==> config.mk <==
export PLATFORM = sky130hd
export DESIGN_NAME = control_sequencer_flat
export DESIGN_NICKNAME = d
export VERILOG_FILES = /design/src/rtl/control_sequencer_if.sv /design/src/rtl/control_sequencer.sv /design/src/flat_wrapper.sv
export SDC_FILE = /design/constraint.sdc
export NUM_CORES = 1
export LEC_CHECK = 0
export ABC_AREA = 1
export BUFFER_PORTS_ARGS = -buffer_cell sky130_fd_sc_hd__buf_2
export CAP_MARGIN = 20
export CORE_UTILIZATION = 35
export CTS_BUF_LIST = sky130_fd_sc_hd__clkbuf_4
export CTS_CLUSTER_DIAMETER = 100
export CTS_CLUSTER_SIZE = 10
export DETAILED_ROUTE_END_ITERATION = 16
export PLACE_DENSITY = 0.73
export SYNTH_ARGS = -nofsm -noshare
export SYNTH_HDL_FRONTEND = slang
export SYNTH_SLANG_ARGS = --single-unit
==> constraint.sdc <==
create_clock -name clock -period 3.8 [get_ports clock]
set_input_delay 0.57 -clock clock [delete_from_list [all_inputs] [get_ports clock]]
set_output_delay 0.57 -clock clock [all_outputs]
set_load 0.005 [all_outputs]
==> src/rtl/control_sequencer_if.sv <==
// control_sequencer_if: instruction/memory inputs and datapath strobes of the control sequencer
interface control_sequencer_if #(parameter int DATA_WIDTH = 32);
  logic run, mem_ready, con_ff;
  logic [DATA_WIDTH-1:0] ControlIn;
  logic PCout, PCin, IncPC, MARin, MDRin, MDRout, IRin, Yin, Zin, Zlowout;
  logic Read, Write;
  logic Gra, Grb, Grc, Rin, Rout, BAout, Cout, CONin;
  logic [4:0] alu_op;
  logic instr_done, halted, fault;
  modport master (
    input run, mem_ready, con_ff, ControlIn,
    output PCout, PCin, IncPC, MARin, MDRin, MDRout, IRin, Yin, Zin, Zlowout,
    output Read, Write, Gra, Grb, Grc, Rin, Rout, BAout, Cout, CONin,
    output alu_op, instr_done, halted, fault
  );
  modport slave (
    output run, mem_ready, con_ff, ControlIn,
    input PCout, PCin, IncPC, MARin, MDRin, MDRout, IRin, Yin, Zin, Zlowout,
    input Read, Write, Gra, Grb, Grc, Rin, Rout, BAout, Cout, CONin,
    input alu_op, instr_done, halted, fault
  );
endinterface

==> src/rtl/control_sequencer.sv <==
// control_sequencer: multi-cycle fetch/decode/execute control FSM driving datapath strobes
module control_sequencer #(
  parameter int OP_MSB = 31,
  parameter int OP_LSB = 27
) (
  input logic clock,
  input logic clear,
  control_sequencer_if.master bus
);
  typedef enum logic [3:0] {IDLE, T0, T1, T2, T3, T4, T5, T6, T7, HALT, FAULT} state_t;
  state_t state, nxt;
  logic [4:0] op;
  logic is_r, is_imm, is_ldi, is_ld, is_st, is_br, is_nop, is_halt, legal, done;
  assign op = bus.ControlIn[OP_MSB:OP_LSB];
  assign is_r = op >= 5'd3 && op <= 5'd11;
  assign is_imm = op >= 5'd12 && op <= 5'd14;
  assign is_ldi = op == 5'd1;
  assign is_ld = op == 5'd0;
  assign is_st = op == 5'd2;
  assign is_br = op == 5'd19;
  assign is_nop = op == 5'd26;
  assign is_halt = op == 5'd27;
  assign legal = is_r | is_imm | is_ldi | is_ld | is_st | is_br | is_nop | is_halt;
  always_ff @(posedge clock or negedge clear)
    if (!clear) state <= IDLE;
    else state <= nxt;
  always_comb begin
    nxt = state;
    done = 1'b0;
    bus.PCout = 1'b0;
    bus.PCin = 1'b0;
    bus.IncPC = 1'b0;
    bus.MARin = 1'b0;
    bus.MDRin = 1'b0;
    bus.MDRout = 1'b0;
    bus.IRin = 1'b0;
    bus.Yin = 1'b0;
    bus.Zin = 1'b0;
    bus.Zlowout = 1'b0;
    bus.Read = 1'b0;
    bus.Write = 1'b0;
    bus.Gra = 1'b0;
    bus.Grb = 1'b0;
    bus.Grc = 1'b0;
    bus.Rin = 1'b0;
    bus.Rout = 1'b0;
    bus.BAout = 1'b0;
    bus.Cout = 1'b0;
    bus.CONin = 1'b0;
    bus.alu_op = 5'd0;
    bus.halted = 1'b0;
    bus.fault = 1'b0;
    case (state)
      IDLE: nxt = bus.run ? T0 : IDLE;
      T0: begin
        {bus.PCout, bus.MARin, bus.IncPC, bus.Zin} = 4'hf;
        nxt = T1;
      end
      T1: begin
        {bus.Zlowout, bus.PCin, bus.Read, bus.MDRin} = 4'hf;
        nxt = bus.mem_ready ? T2 : T1;
      end
      T2: begin
        {bus.MDRout, bus.IRin} = 2'b11;
        nxt = T3;
      end
      T3: begin
        nxt = is_halt ? HALT : !legal ? FAULT : T4;
        done = is_nop;
        if (is_br) {bus.Gra, bus.Rout, bus.CONin} = 3'b111;
        else if (legal && !is_nop && !is_halt) begin
          {bus.Grb, bus.Yin} = 2'b11;
          bus.Rout = is_r | is_imm;
          bus.BAout = !(is_r | is_imm);
        end
      end
      T4: begin
        nxt = T5;
        if (is_br) {bus.PCout, bus.Yin} = 2'b11;
        else begin
          bus.Zin = 1'b1;
          {bus.Grc, bus.Rout} = {2{is_r}};
          bus.Cout = !is_r;
          bus.alu_op = is_r ? op : op == 5'd13 ? 5'd5 : op == 5'd14 ? 5'd6 : 5'd3;
        end
      end
      T5: begin
        nxt = T6;
        if (is_br) begin
          {bus.Cout, bus.Zin} = 2'b11;
          bus.alu_op = 5'd3;
        end else begin
          bus.Zlowout = 1'b1;
          bus.MARin = is_ld | is_st;
          {bus.Gra, bus.Rin} = {2{!(is_ld | is_st)}};
          done = !(is_ld | is_st);
        end
      end
      T6: begin
        nxt = T7;
        if (is_br) begin
          {bus.Zlowout, bus.PCin} = {2{bus.con_ff}};
          done = 1'b1;
        end else if (is_ld) begin
          {bus.Read, bus.MDRin} = 2'b11;
          nxt = bus.mem_ready ? T7 : T6;
        end else {bus.Gra, bus.Rout, bus.MDRin} = 3'b111;
      end
      T7: begin
        done = 1'b1;
        if (is_ld) {bus.MDRout, bus.Gra, bus.Rin} = 3'b111;
        else bus.Write = 1'b1;
      end
      HALT: bus.halted = 1'b1;
      FAULT: bus.fault = 1'b1;
      default: nxt = IDLE;
    endcase
    // a store's final step doubles as its memory wait, so it only retires on mem_ready
    if (done && (state != T7 || is_ld || bus.mem_ready)) nxt = bus.run ? T0 : IDLE;
    bus.instr_done = done;
  end
endmodule

==> src/flat_wrapper.sv <==
// flat-port wrapper written by rule: the top's interface ports become plain ports
module control_sequencer_flat 
#(
  parameter int OP_MSB = 31,
  parameter int OP_LSB = 27
)
  (clock, clear, bus_run, bus_mem_ready, bus_con_ff, bus_ControlIn, bus_PCout, bus_PCin, bus_IncPC, bus_MARin, bus_MDRin, bus_MDRout, bus_IRin, bus_Yin, bus_Zin, bus_Zlowout, bus_Read, bus_Write, bus_Gra, bus_Grb, bus_Grc, bus_Rin, bus_Rout, bus_BAout, bus_Cout, bus_CONin, bus_alu_op, bus_instr_done, bus_halted, bus_fault);
  control_sequencer_if #(.DATA_WIDTH(32)) bus_i ();
  input logic clock;
  input logic clear;
  input wire logic [$bits(bus_i.run)-1:0] bus_run;
  input wire logic [$bits(bus_i.mem_ready)-1:0] bus_mem_ready;
  input wire logic [$bits(bus_i.con_ff)-1:0] bus_con_ff;
  input wire logic [$bits(bus_i.ControlIn)-1:0] bus_ControlIn;
  output wire logic [$bits(bus_i.PCout)-1:0] bus_PCout;
  output wire logic [$bits(bus_i.PCin)-1:0] bus_PCin;
  output wire logic [$bits(bus_i.IncPC)-1:0] bus_IncPC;
  output wire logic [$bits(bus_i.MARin)-1:0] bus_MARin;
  output wire logic [$bits(bus_i.MDRin)-1:0] bus_MDRin;
  output wire logic [$bits(bus_i.MDRout)-1:0] bus_MDRout;
  output wire logic [$bits(bus_i.IRin)-1:0] bus_IRin;
  output wire logic [$bits(bus_i.Yin)-1:0] bus_Yin;
  output wire logic [$bits(bus_i.Zin)-1:0] bus_Zin;
  output wire logic [$bits(bus_i.Zlowout)-1:0] bus_Zlowout;
  output wire logic [$bits(bus_i.Read)-1:0] bus_Read;
  output wire logic [$bits(bus_i.Write)-1:0] bus_Write;
  output wire logic [$bits(bus_i.Gra)-1:0] bus_Gra;
  output wire logic [$bits(bus_i.Grb)-1:0] bus_Grb;
  output wire logic [$bits(bus_i.Grc)-1:0] bus_Grc;
  output wire logic [$bits(bus_i.Rin)-1:0] bus_Rin;
  output wire logic [$bits(bus_i.Rout)-1:0] bus_Rout;
  output wire logic [$bits(bus_i.BAout)-1:0] bus_BAout;
  output wire logic [$bits(bus_i.Cout)-1:0] bus_Cout;
  output wire logic [$bits(bus_i.CONin)-1:0] bus_CONin;
  output wire logic [$bits(bus_i.alu_op)-1:0] bus_alu_op;
  output wire logic [$bits(bus_i.instr_done)-1:0] bus_instr_done;
  output wire logic [$bits(bus_i.halted)-1:0] bus_halted;
  output wire logic [$bits(bus_i.fault)-1:0] bus_fault;
  assign bus_i.run = bus_run;
  assign bus_i.mem_ready = bus_mem_ready;
  assign bus_i.con_ff = bus_con_ff;
  assign bus_i.ControlIn = bus_ControlIn;
  assign bus_PCout = bus_i.PCout;
  assign bus_PCin = bus_i.PCin;
  assign bus_IncPC = bus_i.IncPC;
  assign bus_MARin = bus_i.MARin;
  assign bus_MDRin = bus_i.MDRin;
  assign bus_MDRout = bus_i.MDRout;
  assign bus_IRin = bus_i.IRin;
  assign bus_Yin = bus_i.Yin;
  assign bus_Zin = bus_i.Zin;
  assign bus_Zlowout = bus_i.Zlowout;
  assign bus_Read = bus_i.Read;
  assign bus_Write = bus_i.Write;
  assign bus_Gra = bus_i.Gra;
  assign bus_Grb = bus_i.Grb;
  assign bus_Grc = bus_i.Grc;
  assign bus_Rin = bus_i.Rin;
  assign bus_Rout = bus_i.Rout;
  assign bus_BAout = bus_i.BAout;
  assign bus_Cout = bus_i.Cout;
  assign bus_CONin = bus_i.CONin;
  assign bus_alu_op = bus_i.alu_op;
  assign bus_instr_done = bus_i.instr_done;
  assign bus_halted = bus_i.halted;
  assign bus_fault = bus_i.fault;
  control_sequencer #(.OP_MSB(OP_MSB), .OP_LSB(OP_LSB)) u_core (.clock(clock), .clear(clear), .bus(bus_i));
endmodule
### Word level (Yosys, flattened, before mapping)

Cells that the tools add are included.

| storage, ports and cells | value |
|---|---|
| input port bits | 37 |
| logic and storage cells | 102 |
| output and inout bits | 28 |
| register bits after elaboration | 4 |

| cells by class | value |
|---|---|
| bitwise operators | 8 |
| reduce and logical (&&, ||, !) cells | 15 |
| multiplexer cells | 55 |
| $lt $le $gt $ge | 4 |
| equality and inequality tests | 19 |

Operators by type and width:

| kind | number |
|---|---|
| case mux 4 bit (9 select lines) | 1 |
| 2-to-1 mux 1 bit | 28 |
| 2-to-1 mux 4 bit | 6 |
| case mux 1 bit (2 select lines) | 9 |
| equality test 4 x 3 -> 1 bit (second input constant) | 4 |
| equality test 5 bit (second input constant) | 3 |
| 2-to-1 mux 5 bit | 3 |
| equality test 4 bit (second input constant) | 3 |
| equality test 5 x 4 -> 1 bit (second input constant) | 2 |
| <= comparator 5 x 4 -> 1 bit (second input constant) | 2 |
| case mux 5 bit (2 select lines) | 1 |
| case mux 1 bit (3 select lines) | 3 |
| equality test 4 x 2 -> 1 bit (second input constant) | 2 |
| bitwise OR 1 bit | 8 |
| case mux 1 bit (4 select lines) | 2 |
| equality test 5 x 1 -> 1 bit (second input constant) | 1 |
| equality test 5 x 2 -> 1 bit (second input constant) | 1 |
| greater-or-equal comparator 5 x 2 -> 1 bit (second input constant) | 1 |
| greater-or-equal comparator 5 x 4 -> 1 bit (second input constant) | 1 |
| logical AND 1 bit | 5 |
| zero test 1 bit | 5 |
| zero test 5 bit | 1 |
| equality test 4 x 1 -> 1 bit (second input constant) | 1 |
| zero test 4 bit | 1 |
| 6 further kinds | 7 |

### Longest topological paths before layout

Gate-level depths: netlist of the first run.

| depth | value |
|---|---|
| depth after elaboration | 14 |
| depth in mapped cells | 11 |
| depth with buffers taken out | 11 |

### Worst setup path before layout of the first run

Ideal clock, no wire load.

| timing path | value |
|---|---|
| kind | in2out |
| start point | input bus_ControlIn[29] |
| end point | output bus_alu_op[1] |
| data arrival time | 1.261 ns |
| required time | 3.230 ns |
| slack | 1.969 ns |
| path buffers | 0 |
| stages | 5 |
| cells stage by stage | nor2_1 -> nand2_1 -> nand3_1 -> nor2_1 -> o31ai_1 |

| between the ends | value |
|---|---|
| longest elaborated chain between the ends | 5 |
| elaborated cells between the ends (all ways) | 10 |
| classes of those cells | order compare (2); eq/ne (2); mux (5); reduce/logical (1) |

Ends and longest elaborated chain:

| element | line | text |
|---|---|---|
| start: declaration | flat_wrapper.sv:14 | `input wire logic [$bits(bus_i.ControlIn)-1:0] bus_ControlIn;` |
| greater-or-equal comparator 5 x 2 -> 1 bit (tied with other cells) | control_sequencer.sv:15 | `assign is_r = op >= 5'd3 && op <= 5'd11;` |
| logical AND 1 bit or 2-to-1 mux 5 bit (tied branches) | control_sequencer.sv:15, control_sequencer.sv:84 |  |
| 2-to-1 mux 5 bit | control_sequencer.sv:84 | `bus.alu_op = is_r ? op : op == 5'd13 ? 5'd5 : op == 5'd14 ? 5'd6 : 5'd3;` |
| 2-to-1 mux 5 bit | control_sequencer.sv:79 | `if (is_br) {bus.PCout, bus.Yin} = 2'b11;` |
| case mux 5 bit (2 select lines) (*) | control_sequencer.sv:53 | `case (state)` |
| end: declaration | flat_wrapper.sv:35 | `output wire logic [$bits(bus_i.alu_op)-1:0] bus_alu_op;` |

Every way passes the cells marked *; elsewhere a longest branch is shown, timed or not.

### Worst setup path in the final report of the first run

| timing path | value |
|---|---|
| start point | input bus_ControlIn[29] |
| end point | output bus_Gra |

| between the ends | value |
|---|---|
| longest elaborated chain between the ends | 5 |
| elaborated cells between the ends (all ways) | 11 |
| classes of those cells | eq/ne (2); mux (6); bitwise (1); reduce/logical (2) |

Ends and longest elaborated chain:

| element | line | text |
|---|---|---|
| equality test 5 x 2 -> 1 bit or zero test 5 bit (tied branches) | control_sequencer.sv:19, control_sequencer.sv:18 |  |
| bitwise OR 1 bit | control_sequencer.sv:95 | `{bus.Gra, bus.Rin} = {2{!(is_ld \| is_st)}};` |
| zero test 1 bit | control_sequencer.sv:95 |  |
| 2-to-1 mux 1 bit | control_sequencer.sv:89 | `if (is_br) begin` |
| case mux 1 bit (4 select lines) (*) | control_sequencer.sv:53 |  |
| end: declaration | flat_wrapper.sv:27 | `output wire logic [$bits(bus_i.Gra)-1:0] bus_Gra;` |

Marked as above.

==> run summary, run 1 <==
run status: complete, no violations
row cnt: 16
DRT met1 WL: 892 µm
Clk pin slew, worst setup/hold paths: 0.04 ns
fin. max-slew vios: 0
Nets: 221
1st-pass router iterations: 4
Top Metal Used: met4
Ys Warns: 0
Root Driver: clkbuf_4
critical path class: primary input to output pin
Max clock buf depth: 2
commonest non-fill, non-tap cells in the layout: 43 x nand2_1, 36 x buf_2, 20 x inv_1
Worst R2R Path Depth: 8
DIE HEIGHT: 48.1 µm
# hold bufs at CTS: 0
DR WL met2: 1060 µm
cell leakage power: 0.632 nW
# DRC: 0
max cap viols: 0
DRT iter0 DRCs: 29
vias: 1004
met3 wire length: 121 µm
Setup crit start kind: primary input
Top Registers: u_core.state x4
Hold Crit Class: primary input to async pin
Post-Place Worst Slack: 1.55 ns
Largest register FFs: 4
Synth Cell Area: 744 µm²
worst setup slack after layout: 1.56 ns
Critical Path End Type: output pin
clock skew: 0.00340 ns
CP Max Fanout: 8
Req. time, crit path: 3.23 ns
pin count of the biggest net entering global routing: 9
postcts setup bufs: 0
count of different cell masters after synthesis: 23
number of synthesized register bits: 4
I/O pin cnt: 65
vias in the first global route: 871
period utilization: 0.591
Setup-failing EPs final: 0
Pwr Density: 484 nW/µm²
Fin Setup TNS: 0 ns
clock sinks: 4
Die Wd: 48.1 µm
Most flops, register: u_core.state
Post-CTS Resized: 0
core area: 1980 µm²
# port buffers: 36
CP arrival: 1.67 ns
DRT antenna net count: 0
CTS buffer count: 3
DP HPWL: 1780 µm
Tmin final: 2.24 ns
cells after synthesis: 144
initial core utilization: 0.376
Avg Vias per Cell: 4.80
syn_nets: 181
routed wire length: 2100 µm
Syn Area/Cell: 5.17 µm²
DIE AREA: 2320 µm²
initial antenna violation count: 0
commonest non-fill, non-tap cell in the layout: nand2_1
Worst-Skew Late Latency: 0.23 ns
GRT Overall Usage: 0.202
# H-tree levels: 1
fmax: 446 MHz
setup repair after global routing missed its margin: false
Fin. Hold Viols: 0
first-pass GRT wire length: 3350 µm
CTS tree: done
wire per inst: 10.0 µm
area delta synth->final: 30.8%
# diodes: 0
maximum VDD drop: 0.338 mV
sequential-to-total area share from yosys stat: 0.134
layout cell share with drive strength beyond 1: 0.341
RD Place Congestion: 0.968
GR Overflow Total: 0
synth_stat cells (all sizes together):
cell	count	area (µm²)
nand2	47	191
inv	30	113
nor2	23	109
nand3	16	97.6
o21ai	10	50.0
dfrtp	4	100
nor3	3	15.0
a21oi	2	10.0
nand4	2	12.5
o22ai	2	12.5
buf	1	7.51
conb	1	3.75
nand3b	1	7.51
o21a	1	7.51
o31ai	1	7.51
power breakdown:
group	internal, mW	switching [mW]	total, mW	leakage [nW]
sequential	0.0627	0.0191	0.0818	0.0518
combinational	0.133	0.205	0.338	0.566
clock	0.0352	0.0160	0.0512	0.0138
total	0.231	0.240	0.471	0.632
critical path, stage by stage:
cell and delay (ns):
buf_2 0.11, inv_1 0.11, nand2_1 0.10, nor2_4 0.21, inv_1 0.12, nand2_1 0.09, o21ai_0 0.07, inv_1 0.10
nand3_1 0.07, buf_2 0.13
through the flow:
stage	std cells	hold slack (ns)	total power [mW]	instance area, µm²	util
global placement	206	0.373	0.413	951	0.480
detailed placement	206	0.375	0.422	951	0.480
CTS	209	0.123	0.476	973	0.491
floorplan	144	0.274	0.300	744	-
finish	209	0.131	0.471	973	0.491
global route	209	0.125	0.528	973	0.491
area by class of cell:
cell class,count,area [µm²]
inverters,30,113
clock buffers,3,22.5
fillers,242,1010
well taps,27,33.8
multi-input cells,109,524
repair buffers,36,180
flip-flops and latches,4,100
per-layer routing:
metal	up-vias	global-route usage
met5	-	0
met4	0	0.111
met1	437	0.262
li1	522	-
met2	43	0.343
met3	2	0
cells by family after synthesis:
group,count (synthesis),share of synthesized area
buf+inv,31,0.161
other cells,1,0.00504
flops,4,0.134
simple gates,92,0.582
compound gates,16,0.118
final timing paths:
| path | start | end | slack, ns |
|---|---|---|---|
| setup / recovery | bus_ControlIn[29] | bus_Gra | 1.56 |
| hold / removal | clear | u_core.state[2] | 0.13 |
| setup reg to reg | u_core.state[3] | u_core.state[0] | 2.26 |
| hold reg to reg | u_core.state[1] | u_core.state[3] | 0.63 |
| max in group asynchronous | clear | u_core.state[0] | 3.55 |
| min in group clock | u_core.state[1] | u_core.state[3] | 0.63 |
No activity file was read; power rests on OpenSTA's default activity.
==> inputs of run 2 (changes only) <==
ABC_AREA = 0   (was 1)
PLACE_DENSITY = 0.72   (was 0.73)
clock period = 1.8 ns   (was 3.8 ns; I/O delays follow)
==> run summary, run 2 <==
run status: finished with violations
violated checks: negative setup slack
area delta synth->final: 105%
top cells by area, synth: dfrtp_1 11%, nor2_1 7.2%, a21oi_1 5.7%
cells after synthesis: 132 (-8.3%)
Tmin final: 2.03 ns
vias in the first global route: 1284 (+47%)
DRT iter0 DRCs: 86 (+200%)
Post-Place Worst Slack: -0.0773 ns (-1.63 ns)
Power Total: 1.97 mW (+320%)
layout cell share with drive strength beyond 1: 0.667 (+0.326)
CTS buffer count: 3 (unchanged)
initial antenna violation count: 0 (unchanged)
DP Area: 1270 µm² (+34%)
Clk pin slew, worst setup/hold paths: 0.05 ns (about the same)
core area: 2300 µm² (+16%)
clock skew: 0.0137 ns (+0.0103 ns)
critical path class: flip-flop to output pin
Critical Path Slowest Stage Cell: dfrtp_2
Setup crit start kind: flip-flop
Main synth FF type: dfrtp_1
worst hold margin: 0.316 ns (+0.185 ns)
GR Overflow Total: 0 (unchanged)
commonest non-fill, non-tap cells in the layout: 40 x buf_4, 31 x buf_2, 14 x nor2_1
wire per inst: 21.1 µm (+110%)
1st-pass router iterations: 5 (+1)
post-synth top area share: 0.113 (-0.103)
Root Driver: clkbuf_4
commonest non-fill, non-tap cell in the layout: buf_4
Ys Warns: 0 (unchanged)
count of different cell masters after synthesis: 49 (+110%)
Critical Path End Type: output pin
fin. max-slew vios: 0 (unchanged)
crit path cell chain: buf_4 > nor4bb_4 > buf_4 > buf_4 > a21o_1 > buf_2
Worst-Skew Late Latency: 0.26 ns (+0.03 ns)
max incr delay on CP: 0.45 ns (+0.24 ns)
Critical R2R Capture: u_core.state[0]
Top Registers: u_core.state x4
vias: 1522 (+52%)
post-layout instance area: 1810 µm² (+86%)
Fillers: 127 (-48%)
period utilization: 1.13
CTS tree: done
most frequent cell after synthesis: nor2_1
Syn Area/Cell: 6.68 µm² (+29%)
DRT antenna net count: 0 (unchanged)
DIE AREA: 2720 µm² (+18%)
Nets: 249 (+13%)
setup repair after global routing missed its margin: true
Setup-failing EPs final: 14 (+14)
crit path capture: bus_alu_op[0]
sequential-to-total area share from yosys stat: 0.113 (-0.0210)
# port buffers: 36 (unchanged)
Post-synth ARST share: 1.00 (unchanged)
Fin. Hold Viols: 0 (unchanged)
DP HPWL: 2300 µm (+29%)
critical path startpoint: u_core.state[0]
Post-synth EDFFs: 0 (unchanged)
Max clock buf depth: 2 (unchanged)
Die Wd: 52.2 µm (+8.5%)
# H-tree levels: 1 (unchanged)
min-delay src: bus_run
worst setup slack after layout: -0.227 ns (-1.78 ns)
R2R setup slack: -0.04 ns (-2.30 ns)
syn_nets: 169 (-6.6%)
Most flops, register: u_core.state
max cap viols: 0 (unchanged)
Synth Cell Area: 882 µm² (+18%)
final core utilization: 0.787 (+0.296)
Worst R2R Path Depth: 9 (+1)
Pwr Density: 1090 nW/µm² (+130%)
fmax: 493 MHz
most frequent CP cell: buf_4
Avg Vias per Cell: 6.39 (+33%)
I/O pin cnt: 65 (unchanged)
cell leakage power: 0.887 nW (+40%)
GRT Overall Usage: 0.289 (+0.0872)
maximum VDD drop: 1.14 mV (+240%)
Req. time, crit path: 1.53 ns (-1.70 ns)
number of synthesized register bits: 4 (unchanged)
initial core utilization: 0.384 (+0.00836)
RD Place Congestion: 0.873 (-9.8%)
Synth area leader: dfrtp_1
Largest register FFs: 4 (unchanged)
first-pass GRT wire length: 5930 µm (+77%)
RR Startpoint: u_core.state[0]
# diodes: 0 (unchanged)
# DRC: 0 (unchanged)
routed wire length: 5010 µm (+140%)
pin count of the biggest net entering global routing: 12 (+3)
CP Max Fanout: 6 (-2)
DIE HEIGHT: 52.2 µm (+8.5%)
Hold Crit Class: primary input to flip-flop
CP arrival: 1.76 ns (+0.09 ns)
synth cell count leaders: 17 x nor2_1, 12 x nand2_1, 10 x a21oi_1, 6 x a31oi_1, 6 x nor3_1
row cnt: 17 (+1)
clock sinks: 4 (unchanged)
==> run 2: cell type report <==
type                            count  area, µm²  area share
Multi-Input combinational cell    114        980       0.542
Timing Repair Buffer               88        662       0.366
Sequential cell                     4        105      0.0581
Tap cell                           28       35.0      0.0194
Clock buffer                        3       22.5      0.0125
Inverter                            1       3.75     0.00208
==> run 2: metal layers <==
metal | up-vias | wire, µm | GRT usage
met2 | 133 | 2350 | 0.517
met4 | 0 | 210 | 0.0658
li1 | 641 | - | -
met3 | 31 | 532 | 0.0319
met5 | - | 0 | 0
met1 | 717 | 1920 | 0.368
==> run 2: worst min path at each step <==
stage,cells after the start,endpoint,slack [ns]
4_1_cts,3,u_core.state[0],0.27
6_report,3,u_core.state[0],0.32
5_1_grt,3,u_core.state[0],0.32
2_1_floorplan,0,u_core.state[0],-0.03
3_5_place_dp,1,u_core.state[1],0.08
3_3_place_gp,1,u_core.state[0],0.07
==> run 2: cell families (layout without fill, tap and decap cells) <==
group                  after synthesis  in the layout  share of synthesized area
AO/OA/AOI/OAI                       43             43                      0.333
XOR/XNOR                             2              2                     0.0199
buffers and inverters               14             92                     0.0865
flip-flops                           4              4                      0.113
multiplexers                         2              2                     0.0241
other                                1              1                    0.00425
AND/OR/NAND/NOR                     66             66                      0.418
==> run 2: critical path: cells and delay by family, from the launching register on <==
kind                   cells  cell delay (ns)
flip-flops                 1             0.45
AND/OR/NAND/NOR            1             0.31
AO/OA/AOI/OAI              1             0.13
buffers and inverters      4             0.60
==> run 2: through the flow <==
| stage | TNS [ns] | cells |
|---|---|---|
| finish | -1.38 | 238 |
| global route | -2.05 | 238 |
| CTS | -0.519 | 229 |
| detailed placement | -0.304 | 216 |
| global placement | -0.219 | 216 |
| floorplan | 0 | 132 |
==> run 2: what timing repair did <==
action / 4_1_cts / 5_1_grt
endpoints found under the hold margin: 4 / 0
setup endpoints to repair: 18 / 20
gates resized for setup: 31 / 46
setup buffers: 9 / 10
pin swaps: 8 / 17
hold buffers: 1 / 0
==> run 2: where the power goes <==
part / internal, mW / switching (mW) / leakage [nW]
clock network: 0.0758 / 0.0552 / 0.0138
registers: 0.133 / 0.0739 / 0.0458
logic: 0.822 / 0.815 / 0.827
==> inputs of run 3 (changes only) <==
PLACE_DENSITY = 0.74   (was 0.72)
==> run summary, run 3 (synthesized netlist as in run 2, its figures left out) <==
critical path class: flip-flop to output pin
area of the multi-input gates: 900 µm² (-8.2%)
fmax: 510 MHz (+3.4%)
hold path depth: 3 (unchanged)
Reg area: 105 µm² (unchanged)
# H-tree levels: 1 (unchanged)
cell leakage power: 0.813 nW (-8.3%)
Root Driver: clkbuf_4
Avg Vias per Cell: 6.09 (-4.8%)
GRT Overall Usage: 0.287 (-0.00242)
row cnt: 17 (unchanged)
Top Metal Used: met4
stages on the worst setup path: 6 (unchanged)
Fin Setup TNS: -0.956 ns (+0.421 ns)
Flop pwr share: 0.114 (+0.009)
commonest non-fill, non-tap cell in the layout: buf_4
GR Overflow Total: 0 (unchanged)
# diodes: 0 (unchanged)
Nets: 245 (-1.6%)
CTS tree: done
clock share of power: 0.068 (+0.002)
DRT antenna net count: 0 (unchanged)
Setup crit start kind: flip-flop
setup repair after global routing missed its margin: true
DIE AREA: 2720 µm² (unchanged)
clock skew: 0.0139 ns (+0.000140 ns)
period utilization: 1.09 (-0.0375)
Power Internal: 996 µW (-3.4%)
Fillers: 153 (+20%)
Req. time, crit path: 1.53 ns (about the same)
Pwr Density: 1130 nW/µm² (+3.4%)
initial core utilization: 0.384 (unchanged)
sw frac: 0.467 (-0.0110)
DIE HEIGHT: 52.2 µm (unchanged)
Worst-Skew Late Latency: 0.25 ns (about the same)
CP Buf/Inv Count: 3 (-1)
I/O pin cnt: 65 (unchanged)
Post-Place Worst Slack: -0.0744 ns (+0.00294 ns)
combinational share of power: 0.818 (-0.011)
Top delay family on crit path: flip-flops
Largest register FFs: 4 (unchanged)
maximum VDD drop: 0.849 mV (-26%)
most frequent CP cell: buf_6
1st-pass router iterations: 5 (unchanged)
DRT met1 WL: 1740 µm (-9.3%)
vias in the first global route: 1252 (-2.5%)
DP HPWL: 2380 µm (+3.4%)
crit path cell chain: buf_6 > nor4bb_4 > buf_4 > a31o_4 > nand2b_4 > buf_6
CP arrival: 1.69 ns (-0.07 ns)
DRT iter0 DRCs: 82 (-4.7%)
fin. max-slew vios: 0 (unchanged)
max incr delay on CP: 0.44 ns (about the same)
commonest non-fill, non-tap cells in the layout: 40 x buf_4, 33 x buf_2, 13 x nor2_1
Power Total: 1.87 mW (-5.4%)
Clk pin slew, worst setup/hold paths: 0.05 ns (about the same)
wire per inst: 18.8 µm (-11%)
pin count of the biggest net entering global routing: 14 (+2)
core area: 2300 µm² (unchanged)
initial antenna violation count: 0 (unchanged)
max cap viols: 0 (unchanged)
DR WL met2: 2100 µm (-11%)
Max clock buf depth: 2 (unchanged)
Setup-failing EPs final: 14 (unchanged)
clock sinks: 4 (unchanged)
area delta synth->final: 87.5%
violated checks: negative setup slack
# port buffers: 36 (unchanged)
Critical Path Slowest Stage Cell: dfrtp_2
RD Place Congestion: 0.847 (-2.9%)
Most flops, register: u_core.state
Hold Crit Class: primary input to flip-flop
Die Wd: 52.2 µm (unchanged)
worst setup slack after layout: -0.160 ns (+0.0675 ns)
first-pass GRT wire length: 5760 µm (-2.8%)
run status: finished with violations
Worst R2R Path Depth: 9 (unchanged)
CTS buffer count: 3 (unchanged)
routed wire length: 4400 µm (-12%)
met3 wire length: 395 µm (-26%)
# DRC: 0 (unchanged)
Fin. Hold Viols: 0 (unchanged)
Critical Path End Type: output pin
net switching power of the design: 872 µW (-7.6%)
vias: 1425 (-6.4%)
final core utilization: 0.720 (-0.0670)
Top Registers: u_core.state x4
CP Max Fanout: 5 (-1)
Tmin final: 1.96 ns (-0.0675 ns)
layout cell share with drive strength beyond 1: 0.626 (-0.0405)
-- run 3: power groups by stage --
stage,combinational (mW),clock [mW],sequential (mW)
after floorplan,0.613,0,0.149
after global placement,0.981,0,0.193
after detailed placement,1.01,0,0.195
after CTS,1.24,0.116,0.200
after global routing,1.60,0.146,0.217
final,1.53,0.128,0.213
-- run 3: what timing repair did --
item | 4_1_cts | 5_1_grt
hold buffers | 1 | 0
cloned | 0 | 0
gates resized for setup | 31 | 28
buffers inserted | 6 | 9
hold endpoints to repair | 4 | 0
endpoints found under the setup margin | 16 | 21
pin swaps | 7 | 15
-- run 3: per-stage QoR --
| stage | std cells | instance area [µm²] | hold WS, ns |
|---|---|---|---|
| after global routing | 234 | 1650 | 0.307 |
| after CTS | 225 | 1480 | 0.306 |
| after global placement | 215 | 1260 | 0.0731 |
| final | 234 | 1650 | 0.322 |
| after floorplan | 132 | 882 | -0.0256 |
| after detailed placement | 215 | 1260 | 0.0796 |
-- run 3: layout make-up --
type                       instances  area share
tap                               28      0.0212
sequential                         4      0.0635
timing repair buffer              84       0.356
multi-input combinational        114       0.544
clock buffer                       3      0.0136
inverter                           1     0.00227
-- run 3: routing by layer --
| layer | up-vias | GRT usage |
|---|---|---|
| met5 | - | 0 |
| met4 | 0 | 0.101 |
| met3 | 27 | 0.0725 |
| met2 | 109 | 0.500 |
| met1 | 659 | 0.337 |
| li1 | 630 | - |
-- run 3: tightest hold or removal path: cells and delay by family --
| family | cells | cell delay (ns) |
|---|---|---|
| AO/OA/AOI/OAI | 2 | 0.16 |
| buffers and inverters | 1 | 0.11 |
-- run 3: final timing paths --
kind / endpoint / slack, ns / from
worst min register to register: u_core.state[2] / 0.84 / u_core.state[1]
worst min-delay path: u_core.state[0] / 0.32 / bus_run
min in group asynchronous: u_core.state[0] / 0.36 / clear
max in group asynchronous: u_core.state[1] / 1.28 / clear
worst max-delay path: bus_Gra / -0.16 / u_core.state[3]
worst max register to register: u_core.state[0] / 0.01 / u_core.state[1]
